===== src/rtl/mem_arbiter.sv =====
// Round-robin arbiter sharing one single-port synchronous memory between the CPU and the loader.
// Optional loader burst lock is compiled in with `define MEM_ARBITER_LOCK_EN.
module mem_arbiter #(
    parameter int ADDR_W = 8,
    parameter int DATA_W = 8
) (
    input  logic              clk,
    input  logic              reset_n,
    input  logic              cpu_req,
    input  logic              cpu_we,
    input  logic [ADDR_W-1:0] cpu_addr,
    input  logic [DATA_W-1:0] cpu_wdata,
    output logic              cpu_gnt,
    output logic              cpu_rvalid,
    output logic [DATA_W-1:0] cpu_rdata,
    input  logic              ld_req,
    input  logic              ld_we,
    input  logic [ADDR_W-1:0] ld_addr,
    input  logic [DATA_W-1:0] ld_wdata,
    input  logic              ld_lock,
    output logic              ld_gnt,
    output logic              ld_rvalid,
    output logic [DATA_W-1:0] ld_rdata,
    output logic              mem_en,
    output logic              mem_we,
    output logic [ADDR_W-1:0] mem_addr,
    output logic [DATA_W-1:0] mem_wdata,
    input  logic [DATA_W-1:0] mem_rdata,
    output logic              busy
);

    typedef enum logic [1:0] {IDLE = 2'd0, ISSUE = 2'd1, RDWAIT = 2'd2} state_e;
    typedef enum logic {OWN_CPU = 1'b0, OWN_LD = 1'b1} owner_e;

    state_e              state_q, state_d;
    owner_e              owner_q, owner_d;
    owner_e              last_gnt_q, last_gnt_d;
    logic                mem_en_q, mem_en_d;
    logic                mem_we_q, mem_we_d;
    logic [ADDR_W-1:0]   mem_addr_q, mem_addr_d;
    logic [DATA_W-1:0]   mem_wdata_q, mem_wdata_d;
    logic                cpu_gnt_q, cpu_gnt_d;
    logic                ld_gnt_q, ld_gnt_d;
    logic                busy_q, busy_d;
    logic [DATA_W-1:0]   cpu_rdata_q, cpu_rdata_d;
    logic [DATA_W-1:0]   ld_rdata_q, ld_rdata_d;
    logic                arb_now_s;
    logic                arb_ld_s;
    logic                cpu_rvalid_s;
    logic                ld_rvalid_s;

`ifndef MEM_ARBITER_LOCK_EN
    logic unused_lock_s;
    assign unused_lock_s = ld_lock;
`endif

    // Winner selection: single requester wins, ties go to whoever was not granted last.
    always_comb begin
        if (cpu_req && ld_req) begin
            arb_ld_s = (last_gnt_q == OWN_CPU);
        end else begin
            arb_ld_s = ld_req;
        end
`ifdef MEM_ARBITER_LOCK_EN
        // A locked burst keeps the memory while the loader keeps requesting.
        if (ld_lock && ld_req && (last_gnt_q == OWN_LD)) begin
            arb_ld_s = 1'b1;
        end else begin
            arb_ld_s = arb_ld_s;
        end
`endif
    end

    // Read-return path: owner sees memory data during RDWAIT, the other side holds its last value.
    always_comb begin
        cpu_rvalid_s = (state_q == RDWAIT) && (owner_q == OWN_CPU);
        ld_rvalid_s  = (state_q == RDWAIT) && (owner_q == OWN_LD);
        cpu_rdata_d  = cpu_rvalid_s ? mem_rdata : cpu_rdata_q;
        ld_rdata_d   = ld_rvalid_s ? mem_rdata : ld_rdata_q;
    end

    // Next-state and registered memory/grant outputs.
    always_comb begin
        state_d     = state_q;
        owner_d     = owner_q;
        last_gnt_d  = last_gnt_q;
        mem_en_d    = 1'b0;
        mem_we_d    = 1'b0;
        mem_addr_d  = mem_addr_q;
        mem_wdata_d = mem_wdata_q;
        cpu_gnt_d   = 1'b0;
        ld_gnt_d    = 1'b0;
        arb_now_s   = 1'b0;
        case (state_q)
            IDLE:    arb_now_s = 1'b1;
            ISSUE: begin
                if (mem_we_q) begin
                    arb_now_s = 1'b1;
                end else begin
                    state_d = RDWAIT;
                end
            end
            RDWAIT:  arb_now_s = 1'b1;
            default: state_d = IDLE;
        endcase
        if (arb_now_s) begin
            if (cpu_req || ld_req) begin
                state_d     = ISSUE;
                mem_en_d    = 1'b1;
                mem_we_d    = arb_ld_s ? ld_we : cpu_we;
                mem_addr_d  = arb_ld_s ? ld_addr : cpu_addr;
                mem_wdata_d = arb_ld_s ? ld_wdata : cpu_wdata;
                owner_d     = arb_ld_s ? OWN_LD : OWN_CPU;
                last_gnt_d  = arb_ld_s ? OWN_LD : OWN_CPU;
                cpu_gnt_d   = ~arb_ld_s;
                ld_gnt_d    = arb_ld_s;
            end else begin
                state_d = IDLE;
            end
        end else begin
            arb_now_s = 1'b0;
        end
        busy_d = (state_d != IDLE);
    end

    // State registers; asynchronous reset abandons any transaction in flight.
    always_ff @(posedge clk or negedge reset_n) begin
        if (!reset_n) begin
            state_q     <= IDLE;
            owner_q     <= OWN_CPU;
            last_gnt_q  <= OWN_LD;
            mem_en_q    <= 1'b0;
            mem_we_q    <= 1'b0;
            mem_addr_q  <= {ADDR_W{1'b0}};
            mem_wdata_q <= {DATA_W{1'b0}};
            cpu_gnt_q   <= 1'b0;
            ld_gnt_q    <= 1'b0;
            busy_q      <= 1'b0;
            cpu_rdata_q <= {DATA_W{1'b0}};
            ld_rdata_q  <= {DATA_W{1'b0}};
        end else begin
            state_q     <= state_d;
            owner_q     <= owner_d;
            last_gnt_q  <= last_gnt_d;
            mem_en_q    <= mem_en_d;
            mem_we_q    <= mem_we_d;
            mem_addr_q  <= mem_addr_d;
            mem_wdata_q <= mem_wdata_d;
            cpu_gnt_q   <= cpu_gnt_d;
            ld_gnt_q    <= ld_gnt_d;
            busy_q      <= busy_d;
            cpu_rdata_q <= cpu_rdata_d;
            ld_rdata_q  <= ld_rdata_d;
        end
    end

    assign cpu_gnt    = cpu_gnt_q;
    assign ld_gnt     = ld_gnt_q;
    assign cpu_rvalid = cpu_rvalid_s;
    assign ld_rvalid  = ld_rvalid_s;
    assign cpu_rdata  = cpu_rdata_d;
    assign ld_rdata   = ld_rdata_d;
    assign mem_en     = mem_en_q;
    assign mem_we     = mem_we_q;
    assign mem_addr   = mem_addr_q;
    assign mem_wdata  = mem_wdata_q;
    assign busy       = busy_q;

endmodule


===== config.mk =====
export PLATFORM = sky130hd
export DESIGN_NAME = mem_arbiter
export DESIGN_NICKNAME = d
export VERILOG_FILES = /design/src/rtl/mem_arbiter.sv
export SDC_FILE = /design/constraint.sdc
export NUM_CORES = 1
export LEC_CHECK = 0
export CORE_MARGIN = 3
export CORE_UTILIZATION = 39
export DETAILED_ROUTE_END_ITERATION = 12
export PLACE_DENSITY = 0.78
export SLEW_MARGIN = 20
export SYNTH_ARGS = -nofsm -noshare
export SYNTH_HDL_FRONTEND = slang
export SYNTH_SLANG_ARGS = --single-unit

===== constraint.sdc =====
create_clock -name clk -period 1.86 [get_ports clk]
set_input_delay 0.279 -clock clk [delete_from_list [all_inputs] [get_ports clk]]
set_output_delay 0.279 -clock clk [all_outputs]
set_load 0.01 [all_outputs]

* After elaboration in Yosys (flattened, before gate mapping)
Index checks and enable logic that the tools add are counted.
Storage, ports and cells: logic and storage cells 46, input port bits 47, bits in registers 41
Operators by class: mux-type cells 21, equality and inequality tests 2, bitwise gates (word level) 3, reductions and logical operators 8
Operators by type and width (count):
- $mux W8 | 4
- $mux W1 | 13
- $mux W2 | 2
- $pmux W2 S2 | 1
- $logic_and A1 B1 Y1 | 3
- $not A1 Y1 | 3
- $eq A2 B1 Y1 const B | 1
- $eq A2 B2 Y1 const B | 1
- $logic_not A2 Y1 | 1
- $pmux W1 S2 | 1
- $reduce_and A2 Y1 | 1
- $reduce_bool A2 Y1 | 1
- $reduce_or A2 Y1 | 1
- $logic_or A1 B1 Y1 | 1

* Logic depth before layout (Yosys ltp)
depth in word-level cells 5, gate-level depth with buffers 6, mapped depth without buffers 5

* Worst setup path after synthesis
Ideal clock, no wire load.
path kind register -> output, start point register state_q[0], end point output cpu_rdata[0], stages on the path, launching flop included 4, buffers on the path 1, path slack 0.334 ns, arrival 1.247 ns, cell sequence dfrtp_1 -> nor3b_1 -> buf_2 -> mux2_2
On the way: cells in the longest elaborated chain, start to end 3
RTL lines:
- start: declaration | RTL line 35 | state_e state_q, state_d;
- start signal: assignment | RTL line 142 | state_q <= state_d;
- $eq A2 B2 Y1 | RTL line 76 | cpu_rvalid_s = (state_q == RDWAIT) && (owner_q == OWN_CPU);
- $logic_and A1 B1 Y1 | RTL line 76
- net cpu_rvalid | RTL line 14 | output logic cpu_rvalid,
- $mux W8 | RTL line 78 | cpu_rdata_d = cpu_rvalid_s ? mem_rdata : cpu_rdata_q;
- end: declaration | RTL line 15 | output logic [DATA_W-1:0] cpu_rdata,
The timed path passes the listed nets, and every way through them passes these cells.

* Final worst setup path
start point register state_q[0], end point output ld_rdata[3]
On the way: cells in the longest elaborated chain, start to end 3
RTL lines:
- $eq A2 B2 Y1 | RTL line 77 | ld_rvalid_s = (state_q == RDWAIT) && (owner_q == OWN_LD);
- $logic_and A1 B1 Y1 | RTL line 77
- $mux W8 | RTL line 79 | ld_rdata_d = ld_rvalid_s ? mem_rdata : ld_rdata_q;
- end: declaration | RTL line 23 | output logic [DATA_W-1:0] ld_rdata,
No other way between the ends.

==> impl_results.md <==
* Sequential area share after synthesis at between 60% and 70%
* Share of cells above drive strength 1 at a little under two fifths
* ANT cells at 0
* Top-Level Pins at 86
* Top cells by area, synth: dfrtp_1 60%, a221o_1 9.6%, and2_1 6.0%
* Post-layout util at 76.5%
* Commonest register cell after synthesis: dfrtp_1
* Antenna viol nets, final at 0
* Kind of cell adding the most delay to the critical path: buffers and inverters
* Final Cycle Share at 105%
* Multi-input logic area at ~690 um2
* Drt first-iter violations at 48
* Starting density of the core at 41.1%
* Cell taking the most area after synthesis: dfrtp_1
* First-pass GRT wire length at 7400 um
* Worst r2r dst: mem_wdata[6]
* Largest fanout on the critical path at 5
* Setup WS pre-CTS at -0.0257 ns
* Slowest cell on crit path: dfrtp_1
* Final Hold Viols at 0
* Initial antenna violation count at 0
* CP Depth at 7
* Syn Area/Cell at 12.7 um2
* Reg clk slew, reported paths at 0.08 ns
* Count leader, synth: dfrtp_1
* Clk Latency, worst-skew pair at 0.29 ns
* R2r setup slk at 0.28 ns
* # fillers at 268
* CTS tree: built
* Final worst slack at -0.0921 ns
* Row cnt at 23
* Crit. End Element: output port
* Ys async rst share at 100%
* Residual DRC count at 0
* Origin of the critical flop-to-flop path: state_q[0]
* Die height at about 71 um
* Average wire per standard cell at 15.8 um
* Leakage at 1.44 nW
* Largest net degree at the start of global routing at 22
* First drt pass iteration count at 4
* Fin area at 3110 um2
* Max Cap Viol at 0
* All-Layer GR Usage at 19.0%
* Final Net Count at 299
* CTS sink count at just over 40
* Failing checks: negative setup slack
* Core footprint at between 4000 and 5000 um2
* Post-Syn Nets at 178
* Worst path buffer plus inverter count at 4
* Yosys reg bits at 41
* Cell mode on critical path: buf_6
* Port-buffer cells at 84
* Req. time, crit path at roughly 1.6 ns
* Placer Congestion at 0.753
* Post-synth EDFFs at 0
* DP HPWL at 2970 um
* RSZ-0062 raised after global routing: true
* Worst vdd ir at 0.873 mV
* Pwr/cell area at 1610 nW/um2
* TritonCTS Buffers at 5
* Dpl cell area at 2610 um2
* DR vias/cell at 4.88
* Storage cell area at 1030 um2
* Count of pins over their slew limit at 0
* CP arrival at 1.67 ns
* P&R area growth vs syn at 86.1%
* Yosys warnings at 0
* Critical path startpoint category: flip-flop
* Syn Inst Count at around 130
* Top cells by count, synth: 40 x dfrtp_1, 26 x nand2_1, 16 x a221o_1, 16 x and2_1, 8 x mux2_2
* Pwr Total at 0.00501 W
* Relative slew slack at 67.0%
* Routed via count at 1478
* Crit path time final at 1.95 ns
* Hold crit path type: primary input to asynchronous set/reset pin
* F_max at just over 500 MHz
* Status: complete, but fails checks
* Die Outline Area at 5100 um2
* Critical-path cell list: buf_6 > nand3b_1 > buf_6 > buf_4 > nand2_1 > nand2_2 > buf_6
* Worst-Margin Slew at 0.495 ns
* Chip Width at 71.4 um
* Total grt overflow at 0
* Final setup fails at 12
* Synthesized cell area at 1670 um2
* Buffer levels on the longest clock path at 2
* Distinct cells, synth at 23
* Setup Skew at approximately 0.0033 ns
* Root Buffer: clkbuf_8
* Synth top area share at about three fifths
* Routed WL at 4800 um
* Vias in the first global route at 1489
* H-tree depth at 2
* Worst setup path class: flip-flop to output port
* Worst r2r path cells at 7
* Crit path largest cell delay at 0.40 ns
-- layer usage --
layer / track usage, % / wire [um]
met1: 22.7 / 1840
met2: 30.8 / 2470
met3: 7.01 / 365
met4: 8.35 / 129
met5: 0 / 0
-- report_power, final --
group | switching, W | leakage (nW) | internal, W
Combinational | 0.00104 | 0.874 | 0.00160
Clock | 0.000296 | 0.0681 | 0.000533
Sequential | 0.000216 | 0.498 | 0.00132
-- worst max-delay path by stage --
stage	startpoint	end	slack, ns
finish	state_q[0]	ld_rdata[3]	-0.09
global route	state_q[0]	ld_rdata[3]	-0.18
CTS	owner_q	cpu_rdata[7]	-0.007
detailed placement	state_q[0]	cpu_rdata[7]	-0.03
global placement	state_q[0]	cpu_rdata[7]	-0.02
floorplan	state_q[0]	cpu_rdata[0]	0.33
-- sequential cells by signal (all words and copies together), names as in the netlist --
name	count
busy	1
cpu_gnt	1
cpu_rdata_q	8
last_gnt_q	1
ld_gnt	1
ld_rdata_q	8
mem_addr	8
mem_en	1
mem_wdata	8
mem_we	1
owner_q	1
state_q	2
-- what timing repair did --
action / 4_1_cts / 5_1_grt
gates resized for setup: 100 / 33
endpoints found under the hold margin: 20 / 0
hold buffers: 1 / 0
gates cloned: 2 / 0
pin swaps: 3 / 12
setup buffers: 15 / 9
setup endpoints to repair: 18 / 17
-- final cells by class --
class                           count  area share, %
Clock buffer                        5           2.22
Clock inverter                      3           2.10
Inverter                            5          0.846
Multi-Input combinational cell     80           22.2
Sequential cell                    41           33.1
Tap cell                           50           2.01
Timing Repair Buffer              118           37.3
Timing Repair inverter              1          0.201
-- kinds of logic after synthesis --
group / share of synthesized area [%]
AND/OR/NAND/NOR: 15.7
flip-flops: 61.5
AO/OA/AOI/OAI: 13.8
multiplexers: 5.40
buffers and inverters: 3.52
-- layout by cell type, fill, tap and decap left out --
master,n
inv_8,1
inv_4,1
nand2_2,13
dlygate4sd2_1,1
buf_12,2
a22o_1,1
dfstp_2,1
nor3b_2,1
dfrtp_1,40
o221a_2,1
clkbuf_2,1
nand2_1,8
clkinv_2,1
inv_1,4
and2_1,16
nand3b_1,1
o21ai_2,1
nand2b_4,1
mux2_4,8
nor3b_1,1
and3_2,1
a221oi_4,1
buf_4,22
nand2_4,6
a221o_1,16
buf_2,2
dlygate4sd3_1,1
or2_2,1
nand3_1,1
buf_6,24
clkbuf_8,5
clkdlybuf4s50_1,65
a21boi_0,2
bufinv_16,2
-- through the flow --
| stage | hold slack, ns | cells | setup TNS [ns] |
|---|---|---|---|
| 3_5_place_dp | 0.269 | 269 | -0.172 |
| 2_1_floorplan | -0.0166 | 131 | 0 |
| 6_report | 0.493 | 303 | -0.473 |
| 5_1_grt | 0.513 | 303 | -1.61 |
| 3_3_place_gp | 0.265 | 269 | -0.100 |
| 4_1_cts | 0.472 | 295 | -0.0157 |
No activity file was read; power rests on OpenSTA's default activity.
